==> src/rtl/bomb_pkg.sv <==
// Shared types for the bomb fuse manager: slot states, per-bomb record,
// explosion payload and the saturating-free live-count update helper.
package bomb_pkg;

   localparam int unsigned COORD_W = 8;
   localparam int unsigned FUSE_W  = 4;
   localparam int unsigned CNT_W   = 3;

   typedef enum logic [1:0] {
      FREE    = 2'd0,
      ARMED   = 2'd1,
      PENDING = 2'd2
   } slot_state_t;

   typedef logic               owner_t;
   typedef logic [COORD_W-1:0] coord_t;

   typedef struct packed {
      slot_state_t       state;
      owner_t            owner;
      coord_t            coord;
      logic [FUSE_W-1:0] fuse;
   } bomb_rec_t;

   typedef struct packed {
      owner_t owner;
      coord_t coord;
   } explode_t;

   localparam owner_t    OWNER_P1 = 1'b0;
   localparam owner_t    OWNER_P2 = 1'b1;
   localparam bomb_rec_t FREE_REC = '{state: FREE, owner: OWNER_P1, coord: '0, fuse: '0};

   // Simultaneous increment and decrement cancel out.
   function automatic logic [CNT_W-1:0] cnt_next(input logic [CNT_W-1:0] cnt,
                                                 input logic             inc,
                                                 input logic             dec);
      logic [CNT_W-1:0] res;
      res = cnt;
      if (inc && !dec)      res = cnt + CNT_W'(1);
      else if (!inc && dec) res = cnt - CNT_W'(1);
      return res;
   endfunction

endpackage

==> src/rtl/bomb_fuse_manager_if.sv <==
// Placement, chain, explosion handshake and status signals between the
// bomb fuse manager (slave) and its controller/resolver side (master).
interface bomb_fuse_manager_if;

   logic                                  p1_set_bomb;
   bomb_pkg::coord_t                      p1_coordinate;
   logic                                  p2_set_bomb;
   bomb_pkg::coord_t                      p2_coordinate;
   logic                                  chain_valid;
   bomb_pkg::coord_t                      chain_coord;
   logic                                  explode_ready;
   logic                                  explode_valid;
   bomb_pkg::coord_t                      explode_coord;
   bomb_pkg::owner_t                      explode_owner;
   logic [bomb_pkg::CNT_W-1:0]            bomb_num_1;
   logic [bomb_pkg::CNT_W-1:0]            bomb_num_2;
   logic [1:0]                            place_reject;

   modport master (
      output p1_set_bomb, p1_coordinate, p2_set_bomb, p2_coordinate,
             chain_valid, chain_coord, explode_ready,
      input  explode_valid, explode_coord, explode_owner,
             bomb_num_1, bomb_num_2, place_reject
   );

   modport slave (
      input  p1_set_bomb, p1_coordinate, p2_set_bomb, p2_coordinate,
             chain_valid, chain_coord, explode_ready,
      output explode_valid, explode_coord, explode_owner,
             bomb_num_1, bomb_num_2, place_reject
   );

endinterface

==> src/rtl/bomb_slot.sv <==
// One bomb pool entry: FREE/ARMED/PENDING state, fuse countdown, and the
// coordinate compares used for placement conflicts and chain detonation.
module bomb_slot
   import bomb_pkg::*;
#(
   parameter int unsigned FUSE_TICKS = 3
) (
   input  logic   clk,
   input  logic   rst_n,
   input  logic   i_tick,
   input  logic   i_alloc,
   input  owner_t i_alloc_owner,
   input  coord_t i_alloc_coord,
   input  logic   i_chain_valid,
   input  coord_t i_chain_coord,
   input  logic   i_release,
   input  coord_t i_p1_coord,
   input  coord_t i_p2_coord,
   output logic   o_live_c,
   output logic   o_pending_c,
   output logic   o_match_p1_c,
   output logic   o_match_p2_c,
   output owner_t o_owner,
   output coord_t o_coord
);

   bomb_rec_t r_rec;
   bomb_rec_t w_rec_nxt;
   logic      w_chain_hit;

   always_ff @(posedge clk or negedge rst_n) begin
      if (!rst_n) r_rec <= FREE_REC;
      else        r_rec <= w_rec_nxt;
   end

   // A chain hit and fuse expiry both land in PENDING; PENDING waits only for release.
   always_comb begin
      w_rec_nxt   = r_rec;
      w_chain_hit = i_chain_valid && (i_chain_coord == r_rec.coord);
      unique case (r_rec.state)
         FREE: begin
            if (i_alloc) begin
               w_rec_nxt = '{state: ARMED, owner: i_alloc_owner,
                             coord: i_alloc_coord, fuse: FUSE_W'(FUSE_TICKS)};
            end
         end
         ARMED: begin
            if (w_chain_hit) begin
               w_rec_nxt.state = PENDING;
            end else if (i_tick) begin
               if (r_rec.fuse == FUSE_W'(1)) w_rec_nxt.state = PENDING;
               else                          w_rec_nxt.fuse  = r_rec.fuse - FUSE_W'(1);
            end
         end
         PENDING: begin
            if (i_release) w_rec_nxt = FREE_REC;
         end
         default: w_rec_nxt = FREE_REC;
      endcase
   end

   assign o_live_c     = (r_rec.state != FREE);
   assign o_pending_c  = (r_rec.state == PENDING);
   assign o_match_p1_c = o_live_c && (r_rec.coord == i_p1_coord);
   assign o_match_p2_c = o_live_c && (r_rec.coord == i_p2_coord);
   assign o_owner      = r_rec.owner;
   assign o_coord      = r_rec.coord;

endmodule

==> src/rtl/bomb_fuse_manager.sv <==
// Bomb pool manager: fuse prescaler, two-player placement allocator, pending
// arbiter feeding a single explosion holding register, and live-bomb counters.
module bomb_fuse_manager
   import bomb_pkg::*;
#(
   parameter int unsigned N_SLOTS        = 8,
   parameter int unsigned FUSE_TICKS     = 3,
   parameter int unsigned TICK_CYCLES    = 25_000_000,
   parameter int unsigned MAX_PER_PLAYER = 5
) (
   input  logic                clk,
   input  logic                rst_n,
   bomb_fuse_manager_if.slave  bus
);

   localparam int unsigned IDX_W   = (N_SLOTS > 1) ? $clog2(N_SLOTS) : 1;
   localparam int unsigned PRESC_W = $clog2(TICK_CYCLES);

   logic [PRESC_W-1:0] r_presc;
   logic               w_tick;

   logic [N_SLOTS-1:0] w_live;
   logic [N_SLOTS-1:0] w_pend;
   logic [N_SLOTS-1:0] w_m1;
   logic [N_SLOTS-1:0] w_m2;
   owner_t             w_owner [N_SLOTS];
   coord_t             w_coord [N_SLOTS];

   logic [N_SLOTS-1:0] w_free;
   logic [N_SLOTS-1:0] w_free2;
   logic               w_p1_found;
   logic               w_p2_found;
   logic [IDX_W-1:0]   w_p1_idx;
   logic [IDX_W-1:0]   w_p2_idx;
   logic               w_p1_acc;
   logic               w_p2_acc;
   logic [N_SLOTS-1:0] w_alloc;
   logic [N_SLOTS-1:0] w_alloc_p2;
   logic               w_pend_any;
   logic [IDX_W-1:0]   w_pend_idx;
   logic [N_SLOTS-1:0] w_release;
   logic               w_hs;

   logic               r_xv;
   logic [IDX_W-1:0]   r_xslot;
   explode_t           r_x;
   logic [CNT_W-1:0]   r_cnt1;
   logic [CNT_W-1:0]   r_cnt2;
   logic [1:0]         r_rej;

   // Fuse tick prescaler
   assign w_tick = (r_presc == PRESC_W'(TICK_CYCLES - 1));

   always_ff @(posedge clk or negedge rst_n) begin
      if (!rst_n)      r_presc <= '0;
      else if (w_tick) r_presc <= '0;
      else             r_presc <= r_presc + PRESC_W'(1);
   end

   genvar g;
   generate
      for (g = 0; g < int'(N_SLOTS); g++) begin : gen_slot
         bomb_slot #(.FUSE_TICKS(FUSE_TICKS)) u_slot (
            .clk           (clk),
            .rst_n         (rst_n),
            .i_tick        (w_tick),
            .i_alloc       (w_alloc[g]),
            .i_alloc_owner (w_alloc_p2[g] ? OWNER_P2 : OWNER_P1),
            .i_alloc_coord (w_alloc_p2[g] ? bus.p2_coordinate : bus.p1_coordinate),
            .i_chain_valid (bus.chain_valid),
            .i_chain_coord (bus.chain_coord),
            .i_release     (w_release[g]),
            .i_p1_coord    (bus.p1_coordinate),
            .i_p2_coord    (bus.p2_coordinate),
            .o_live_c      (w_live[g]),
            .o_pending_c   (w_pend[g]),
            .o_match_p1_c  (w_m1[g]),
            .o_match_p2_c  (w_m2[g]),
            .o_owner       (w_owner[g]),
            .o_coord       (w_coord[g])
         );
      end
   endgenerate

   assign w_hs = r_xv && bus.explode_ready;

   // p1 is granted first; p2 then sees p1's slot and coordinate as taken.
   always_comb begin
      w_free     = ~w_live;
      w_p1_found = 1'b0;
      w_p1_idx   = '0;
      for (int i = int'(N_SLOTS) - 1; i >= 0; i--) begin
         if (w_free[i]) begin
            w_p1_found = 1'b1;
            w_p1_idx   = IDX_W'(i);
         end
      end
      w_p1_acc = bus.p1_set_bomb && !(|w_m1) && w_p1_found &&
                 (r_cnt1 < CNT_W'(MAX_PER_PLAYER));

      w_free2 = w_free;
      if (w_p1_acc) w_free2[w_p1_idx] = 1'b0;
      w_p2_found = 1'b0;
      w_p2_idx   = '0;
      for (int i = int'(N_SLOTS) - 1; i >= 0; i--) begin
         if (w_free2[i]) begin
            w_p2_found = 1'b1;
            w_p2_idx   = IDX_W'(i);
         end
      end
      w_p2_acc = bus.p2_set_bomb && !(|w_m2) && w_p2_found &&
                 !(w_p1_acc && (bus.p1_coordinate == bus.p2_coordinate)) &&
                 (r_cnt2 < CNT_W'(MAX_PER_PLAYER));

      w_alloc    = '0;
      w_alloc_p2 = '0;
      if (w_p1_acc) w_alloc[w_p1_idx] = 1'b1;
      if (w_p2_acc) begin
         w_alloc[w_p2_idx]    = 1'b1;
         w_alloc_p2[w_p2_idx] = 1'b1;
      end

      w_pend_any = 1'b0;
      w_pend_idx = '0;
      for (int i = int'(N_SLOTS) - 1; i >= 0; i--) begin
         if (w_pend[i]) begin
            w_pend_any = 1'b1;
            w_pend_idx = IDX_W'(i);
         end
      end

      w_release = '0;
      if (w_hs) w_release[r_xslot] = 1'b1;
   end

   // Holding register: refills only from empty, so throughput is one per two cycles.
   always_ff @(posedge clk or negedge rst_n) begin
      if (!rst_n) begin
         r_xv    <= 1'b0;
         r_xslot <= '0;
         r_x     <= '0;
      end else if (w_hs) begin
         r_xv <= 1'b0;
      end else if (!r_xv && w_pend_any) begin
         r_xv    <= 1'b1;
         r_xslot <= w_pend_idx;
         r_x     <= '{owner: w_owner[w_pend_idx], coord: w_coord[w_pend_idx]};
      end
   end

   always_ff @(posedge clk or negedge rst_n) begin
      if (!rst_n) begin
         r_cnt1 <= '0;
         r_cnt2 <= '0;
         r_rej  <= '0;
      end else begin
         r_cnt1 <= cnt_next(r_cnt1, w_p1_acc, w_hs && (r_x.owner == OWNER_P1));
         r_cnt2 <= cnt_next(r_cnt2, w_p2_acc, w_hs && (r_x.owner == OWNER_P2));
         r_rej  <= {bus.p2_set_bomb && !w_p2_acc, bus.p1_set_bomb && !w_p1_acc};
      end
   end

   assign bus.explode_valid = r_xv;
   assign bus.explode_coord = r_x.coord;
   assign bus.explode_owner = r_x.owner;
   assign bus.bomb_num_1    = r_cnt1;
   assign bus.bomb_num_2    = r_cnt2;
   assign bus.place_reject  = r_rej;

endmodule

==> src/flat_wrapper.sv <==
// flat-port wrapper written by rule: the top's interface ports become plain ports
module bomb_fuse_manager_flat import bomb_pkg::*;
#(
   parameter int unsigned N_SLOTS        = 8,
   parameter int unsigned FUSE_TICKS     = 3,
   parameter int unsigned TICK_CYCLES    = 25_000_000,
   parameter int unsigned MAX_PER_PLAYER = 5
)
  (clk, rst_n, bus_p1_set_bomb, bus_p1_coordinate, bus_p2_set_bomb, bus_p2_coordinate, bus_chain_valid, bus_chain_coord, bus_explode_ready, bus_explode_valid, bus_explode_coord, bus_explode_owner, bus_bomb_num_1, bus_bomb_num_2, bus_place_reject);
  bomb_fuse_manager_if bus_i ();
  input  logic clk;
  input  logic rst_n;
  input wire logic [$bits(bus_i.p1_set_bomb)-1:0] bus_p1_set_bomb;
  input wire logic [$bits(bus_i.p1_coordinate)-1:0] bus_p1_coordinate;
  input wire logic [$bits(bus_i.p2_set_bomb)-1:0] bus_p2_set_bomb;
  input wire logic [$bits(bus_i.p2_coordinate)-1:0] bus_p2_coordinate;
  input wire logic [$bits(bus_i.chain_valid)-1:0] bus_chain_valid;
  input wire logic [$bits(bus_i.chain_coord)-1:0] bus_chain_coord;
  input wire logic [$bits(bus_i.explode_ready)-1:0] bus_explode_ready;
  output wire logic [$bits(bus_i.explode_valid)-1:0] bus_explode_valid;
  output wire logic [$bits(bus_i.explode_coord)-1:0] bus_explode_coord;
  output wire logic [$bits(bus_i.explode_owner)-1:0] bus_explode_owner;
  output wire logic [$bits(bus_i.bomb_num_1)-1:0] bus_bomb_num_1;
  output wire logic [$bits(bus_i.bomb_num_2)-1:0] bus_bomb_num_2;
  output wire logic [$bits(bus_i.place_reject)-1:0] bus_place_reject;
  assign bus_i.p1_set_bomb = bus_p1_set_bomb;
  assign bus_i.p1_coordinate = bus_p1_coordinate;
  assign bus_i.p2_set_bomb = bus_p2_set_bomb;
  assign bus_i.p2_coordinate = bus_p2_coordinate;
  assign bus_i.chain_valid = bus_chain_valid;
  assign bus_i.chain_coord = bus_chain_coord;
  assign bus_i.explode_ready = bus_explode_ready;
  assign bus_explode_valid = bus_i.explode_valid;
  assign bus_explode_coord = bus_i.explode_coord;
  assign bus_explode_owner = bus_i.explode_owner;
  assign bus_bomb_num_1 = bus_i.bomb_num_1;
  assign bus_bomb_num_2 = bus_i.bomb_num_2;
  assign bus_place_reject = bus_i.place_reject;
  bomb_fuse_manager #(.N_SLOTS(N_SLOTS), .FUSE_TICKS(FUSE_TICKS), .TICK_CYCLES(TICK_CYCLES), .MAX_PER_PLAYER(MAX_PER_PLAYER)) u_core (.clk(clk), .rst_n(rst_n), .bus(bus_i));
endmodule
==> config.mk <==
export PLATFORM = sky130hd
export DESIGN_NAME = bomb_fuse_manager_flat
export DESIGN_NICKNAME = d
export VERILOG_FILES = /design/src/rtl/bomb_pkg.sv /design/src/rtl/bomb_fuse_manager_if.sv /design/src/rtl/bomb_slot.sv /design/src/rtl/bomb_fuse_manager.sv /design/src/flat_wrapper.sv
export SDC_FILE = /design/constraint.sdc
export NUM_CORES = 1
export LEC_CHECK = 0
export CELL_PAD_IN_SITES_DETAIL_PLACEMENT = 0
export CELL_PAD_IN_SITES_GLOBAL_PLACEMENT = 1
export CORE_AREA = 4 4 171 173
export DETAILED_ROUTE_END_ITERATION = 7
export DIE_AREA = 0 0 175 177
export GPL_ROUTABILITY_DRIVEN = 0
export PLACE_DENSITY_LB_ADDON = 0.1
export SLEW_MARGIN = 40
export SYNTH_ARGS = -nofsm -noshare
export SYNTH_HDL_FRONTEND = slang
export SYNTH_SLANG_ARGS = --single-unit
==> constraint.sdc <==
create_clock -name clk -period 3.8 [get_ports clk]
set_clock_uncertainty 0.15 [all_clocks]
set_input_delay 1.14 -clock clk [delete_from_list [all_inputs] [get_ports clk]]
set_output_delay 1.14 -clock clk [all_outputs]
set_load 0.01 [all_outputs]
==> impl_metrics.csv <==
group,metric,value,unit
worst_setup_path,buffers_and_inverters_on_the_worst_path,8,
sta,grt_setup_unrepaired,"true",
yosys,sequential_to_total_area_share_from_yosys_stat,34.6,%
global_route,grt_usage,30.3,%
worst_setup_path,family_with_the_most_delay_on_the_worst_path,"buffers and inverters",
sta,layout_worst_path_cycle_share,107,%
sta,report.final.slew_viol_count,0,
place,detailedPlace.worstSlack,-1.33,ns
route,avgViaCountPerCell,5.82,
sta,timing.final.crit_period,4.05,ns
clocking,path_clk_slew,0.07,ns
route,detail_route.first_pass.iterations,6,
route,count_of_antenna_violating_nets_left_after_detailed_routing,0,
global_route,grt_pass1_vias,11400,
floorplan,floorplan.initialDensity,43.4,%
yosys,synth_enable_flop_cells,0,
worst_setup_path,worst_ep_arrival_time,4.24,ns
yosys,synth_largest_type_area_fraction,34.6,%
final_layout,layout.nets,1623,
clocking,cts_root_buf,"sky130_fd_sc_hd__clkbuf_16",
yosys,syn_inst,1279,
sta,finalWorstSetupSlack,-0.252,ns
clocking,tritoncts.num_buffers,17,
yosys,synth-seq-cells,166,
worst_setup_path,critical_path.endpoint_type,"flip-flop",
sta,headroom_to_the_max_slew_limit,45.3,%
status,failed_checks,"negative setup slack",
final_layout,final_cell_mix,"sky130_fd_sc_hd__buf_4, sky130_fd_sc_hd__dfrtp_1, sky130_fd_sc_hd__xnor2_1, sky130_fd_sc_hd__xor2_1, sky130_fd_sc_hd__nand2_1",
worst_setup_path,slowest_stage,"sky130_fd_sc_hd__a2111oi_4",
global_route,overflow,0,
global_route,grt_start_max_net_pins,99,
global_route,wire_length_of_the_first_global_routing_pass,70.9,mm
worst_hold_path,hp-class,"reg2reg",
worst_setup_path,crit_path_cell_trace,"buf_8 > buf_12 > buf_6 > xor2_2 > nor4_2 > nand4_1 > and4_4 > buf_6 > nand4_1 > a22oi_2 > a2111oi_4 > buf_4 > buf_6 > buf_6 > o21ba_4 > buf_4 > mux2i_1 > mux2_4",
clocking,htreeDepth,4,
yosys,synth.largest_area_cell,"sky130_fd_sc_hd__dfrtp_1",
status,status,"complete, but fails checks",
worst_setup_path,worst_path_most_repeated_cell,"sky130_fd_sc_hd__buf_6",
yosys,syn-mean-instance-area,9.37,um^2
floorplan,fp.coreArea,0.0276,mm^2
clocking,cts_buffer_depth,2,
place,io_buffers,47,
final_layout,syn_to_final_growth,39.6,%
floorplan,die-width,175,um
clocking,clkLatencyLatePin,0.45,ns
sta,timing.fmax,247,MHz
clocking,clock-sinks,166,
worst_setup_path,startpoint_type,"primary input",
global_route,antenna_violations_before_repair,0,
route,wl,46.7,mm
worst_setup_path,critical_path.max_stage_delay,0.35,ns
place,dp_hpwl,33.6,mm
power_and_ir_drop,p_leak,7.60,nW
power_and_ir_drop,worst_vdd_drop,0.412,mV
route,post-route-drc-count,0,
final_layout,fillCellCount,2403,
yosys,syn-num-nets,1330,
yosys,synth-main-ff-cell,"sky130_fd_sc_hd__dfrtp_1",
sta,finalHoldWorstSlack,0.333,ns
floorplan,boundaryPins,48,
worst_setup_path,required,3.99,ns
floorplan,placementRows,61,
power_and_ir_drop,cellPowerDensity,803,mW/mm^2
worst_setup_path,crit_fanout,7,
yosys,ys_async_sr_fraction,100,%
yosys,synth_cell_types,86,
final_layout,num_antenna_cells,0,
yosys,syn-cell-area,0.0120,mm^2
power_and_ir_drop,post-layout-total-power,0.0134,W
route,count_of_vias_placed_by_the_detailed_router,11400,
yosys,synth_area_leaders,"sky130_fd_sc_hd__dfrtp_1, sky130_fd_sc_hd__xor2_1, sky130_fd_sc_hd__xnor2_1",
final_layout,layout.cells.most_common,"sky130_fd_sc_hd__buf_4",
sta,setup_viol,82,
route,drt_first_iter_violations,1190,
final_layout,post_route_cells_drive_above_1_share,32.6,%
yosys,yosys_warns,0,
clocking,hold_buffers,0,
clocking,cts_tree,"yes",
sta,setup_total_negative_slack,-10.54,ns
route,wl_per_cell,23.8,um
sta,worstMarginPinSlew,0.817,ns
sta,finalHoldViolations,0,
run,timing.max_cap.violations,0,
worst_setup_path,worstSetupPathType,"in2reg",
floorplan,floorplan.die.height,177,um
floorplan,die_area,0.0310,mm^2
## worst reg2reg max path, cell delays in order, from the launching register on
cell and delay (ns):
sky130_fd_sc_hd__dfrtp_1 0.46, sky130_fd_sc_hd__nor2_2 0.13, sky130_fd_sc_hd__nor4_4 0.35, sky130_fd_sc_hd__buf_4 0.21, sky130_fd_sc_hd__o21ai_0 0.15, sky130_fd_sc_hd__nor3_1 0.38, sky130_fd_sc_hd__nand4_1 0.22, sky130_fd_sc_hd__buf_4 0.18
sky130_fd_sc_hd__buf_4 0.13, sky130_fd_sc_hd__a22oi_2 0.23, sky130_fd_sc_hd__a31oi_1 0.14, sky130_fd_sc_hd__buf_4 0.18, sky130_fd_sc_hd__ha_4 0.16, sky130_fd_sc_hd__inv_2 0.05, sky130_fd_sc_hd__fa_2 0.41, sky130_fd_sc_hd__mux2_4 0.27
## flip-flops by register name (all words and copies together) (netlist names)
name,cells
u_core.gen_slot.u_slot.o_owner,8
u_core.gen_slot.u_slot.o_coord,64
u_core.bus.place_reject,2
u_core.bus.bomb_num_2,3
u_core.r_presc,25
u_core.bus.explode_coord,8
u_core.r_xslot,3
u_core.gen_slot.u_slot.r_rec,48
u_core.bus.explode_valid,1
u_core.bus.explode_owner,1
u_core.bus.bomb_num_1,3
## cells by family after synthesis
family                     share of synthesized area (%)
DFF                                                 34.6
and+or+nand+nor                                     17.9
adders and majority gates                           2.40
buffers and inverters                               4.76
xor gates and xnor gates                            16.8
AOI/OAI and AO/OA                                   14.0
muxes                                               9.53
## worst paths after layout
path	startpoint	end	slack [ns]	cells after the start
min reg2reg	u_core.bus.explode_coord[3]	u_core.bus.explode_coord[3]	0.33	2
min	u_core.bus.explode_coord[3]	u_core.bus.explode_coord[3]	0.33	2
min in group asynchronous	rst_n	u_core.r_presc[14]	0.54	2
max	bus_p1_coordinate[3]	u_core.gen_slot[7].u_slot.o_coord[4]	-0.25	18
max in group asynchronous	rst_n	u_core.bus.explode_coord[3]	2.47	2
max reg2reg	u_core.gen_slot[0].u_slot.r_rec[14]	u_core.bus.bomb_num_2[1]	-0.09	15
## per-stage QoR
| stage | instance area, um^2 | util, % | cells |
|---|---|---|---|
| 6_report | 16700 | 60.6 | 1963 |
| 5_1_grt | 16700 | 60.6 | 1963 |
| 4_1_cts | 16400 | 59.3 | 1955 |
| 3_5_place_dp | 14700 | 53.3 | 1863 |
| 3_3_place_gp | 14700 | 53.3 | 1863 |
| 2_1_floorplan | 12200 | - | 1279 |
## routing by layer
metal,global-route usage (%),vias to the layer above,routed length (um)
li1,-,5136,-
met1,39.7,5538,19100
met2,48.5,571,21000
met3,5.21,177,3620
met4,15.5,0,2950
met5,0,-,0
## cell usage after synthesis, types with 4 or more instances
library cell	instances
sky130_fd_sc_hd__a22oi_1	13
sky130_fd_sc_hd__and2_1	7
sky130_fd_sc_hd__o2bb2ai_1	8
sky130_fd_sc_hd__a22o_1	9
sky130_fd_sc_hd__a32oi_1	8
sky130_fd_sc_hd__nand2b_1	13
sky130_fd_sc_hd__nand4_1	43
sky130_fd_sc_hd__mux2i_1	29
sky130_fd_sc_hd__a211oi_1	7
sky130_fd_sc_hd__nor4_1	30
sky130_fd_sc_hd__nor2b_1	13
sky130_fd_sc_hd__o31ai_1	9
sky130_fd_sc_hd__a21oi_1	34
sky130_fd_sc_hd__a221o_1	6
sky130_fd_sc_hd__a21o_1	15
sky130_fd_sc_hd__nand2_1	108
sky130_fd_sc_hd__nor2_1	61
sky130_fd_sc_hd__dfrtp_1	166
sky130_fd_sc_hd__or3_1	5
sky130_fd_sc_hd__o21ai_0	62
sky130_fd_sc_hd__ha_1	19
sky130_fd_sc_hd__and3_1	13
sky130_fd_sc_hd__xor2_1	118
sky130_fd_sc_hd__mux2_4	8
sky130_fd_sc_hd__inv_1	48
sky130_fd_sc_hd__clkbuf_1	39
sky130_fd_sc_hd__buf_2	33
sky130_fd_sc_hd__or2_2	12
sky130_fd_sc_hd__a31oi_1	12
sky130_fd_sc_hd__o211ai_1	7
sky130_fd_sc_hd__o221ai_1	8
sky130_fd_sc_hd__mux2_2	28
sky130_fd_sc_hd__buf_4	6
sky130_fd_sc_hd__o21a_1	4
sky130_fd_sc_hd__xnor2_1	112
sky130_fd_sc_hd__mux4_2	18
sky130_fd_sc_hd__nor3_1	38
sky130_fd_sc_hd__nand3_1	37
sky130_fd_sc_hd__nor3b_1	7
sky130_fd_sc_hd__o22ai_1	4
## layout make-up
cell class	instances	area (um^2)	area share (%)
multi-input cells	982	7920	47.3
well taps	378	473	2.83
clock inverters	15	176	1.05
clock buffers	17	425	2.54
repair buffers	356	3390	20.3
flip-flops and latches	166	4150	24.8
inverters	49	189	1.13
## power by group
part | internal [W] | switching, W | leakage (nW) | total, W
Sequential | 0.00235 | 0.000703 | 2.14 | 0.00305
Clock | 0.00104 | 0.000835 | 0.290 | 0.00187
Combinational | 0.00419 | 0.00432 | 5.17 | 0.00851
## timing repair
item / CTS / global route
endpoints found under the hold margin: 0 / 0
pin swaps: 52 / 29
cloned: 6 / 0
gates resized for setup: 155 / 71
setup endpoints to repair: 117 / 109
setup buffers: 57 / 12
No activity file was read; power rests on OpenSTA's default activity.
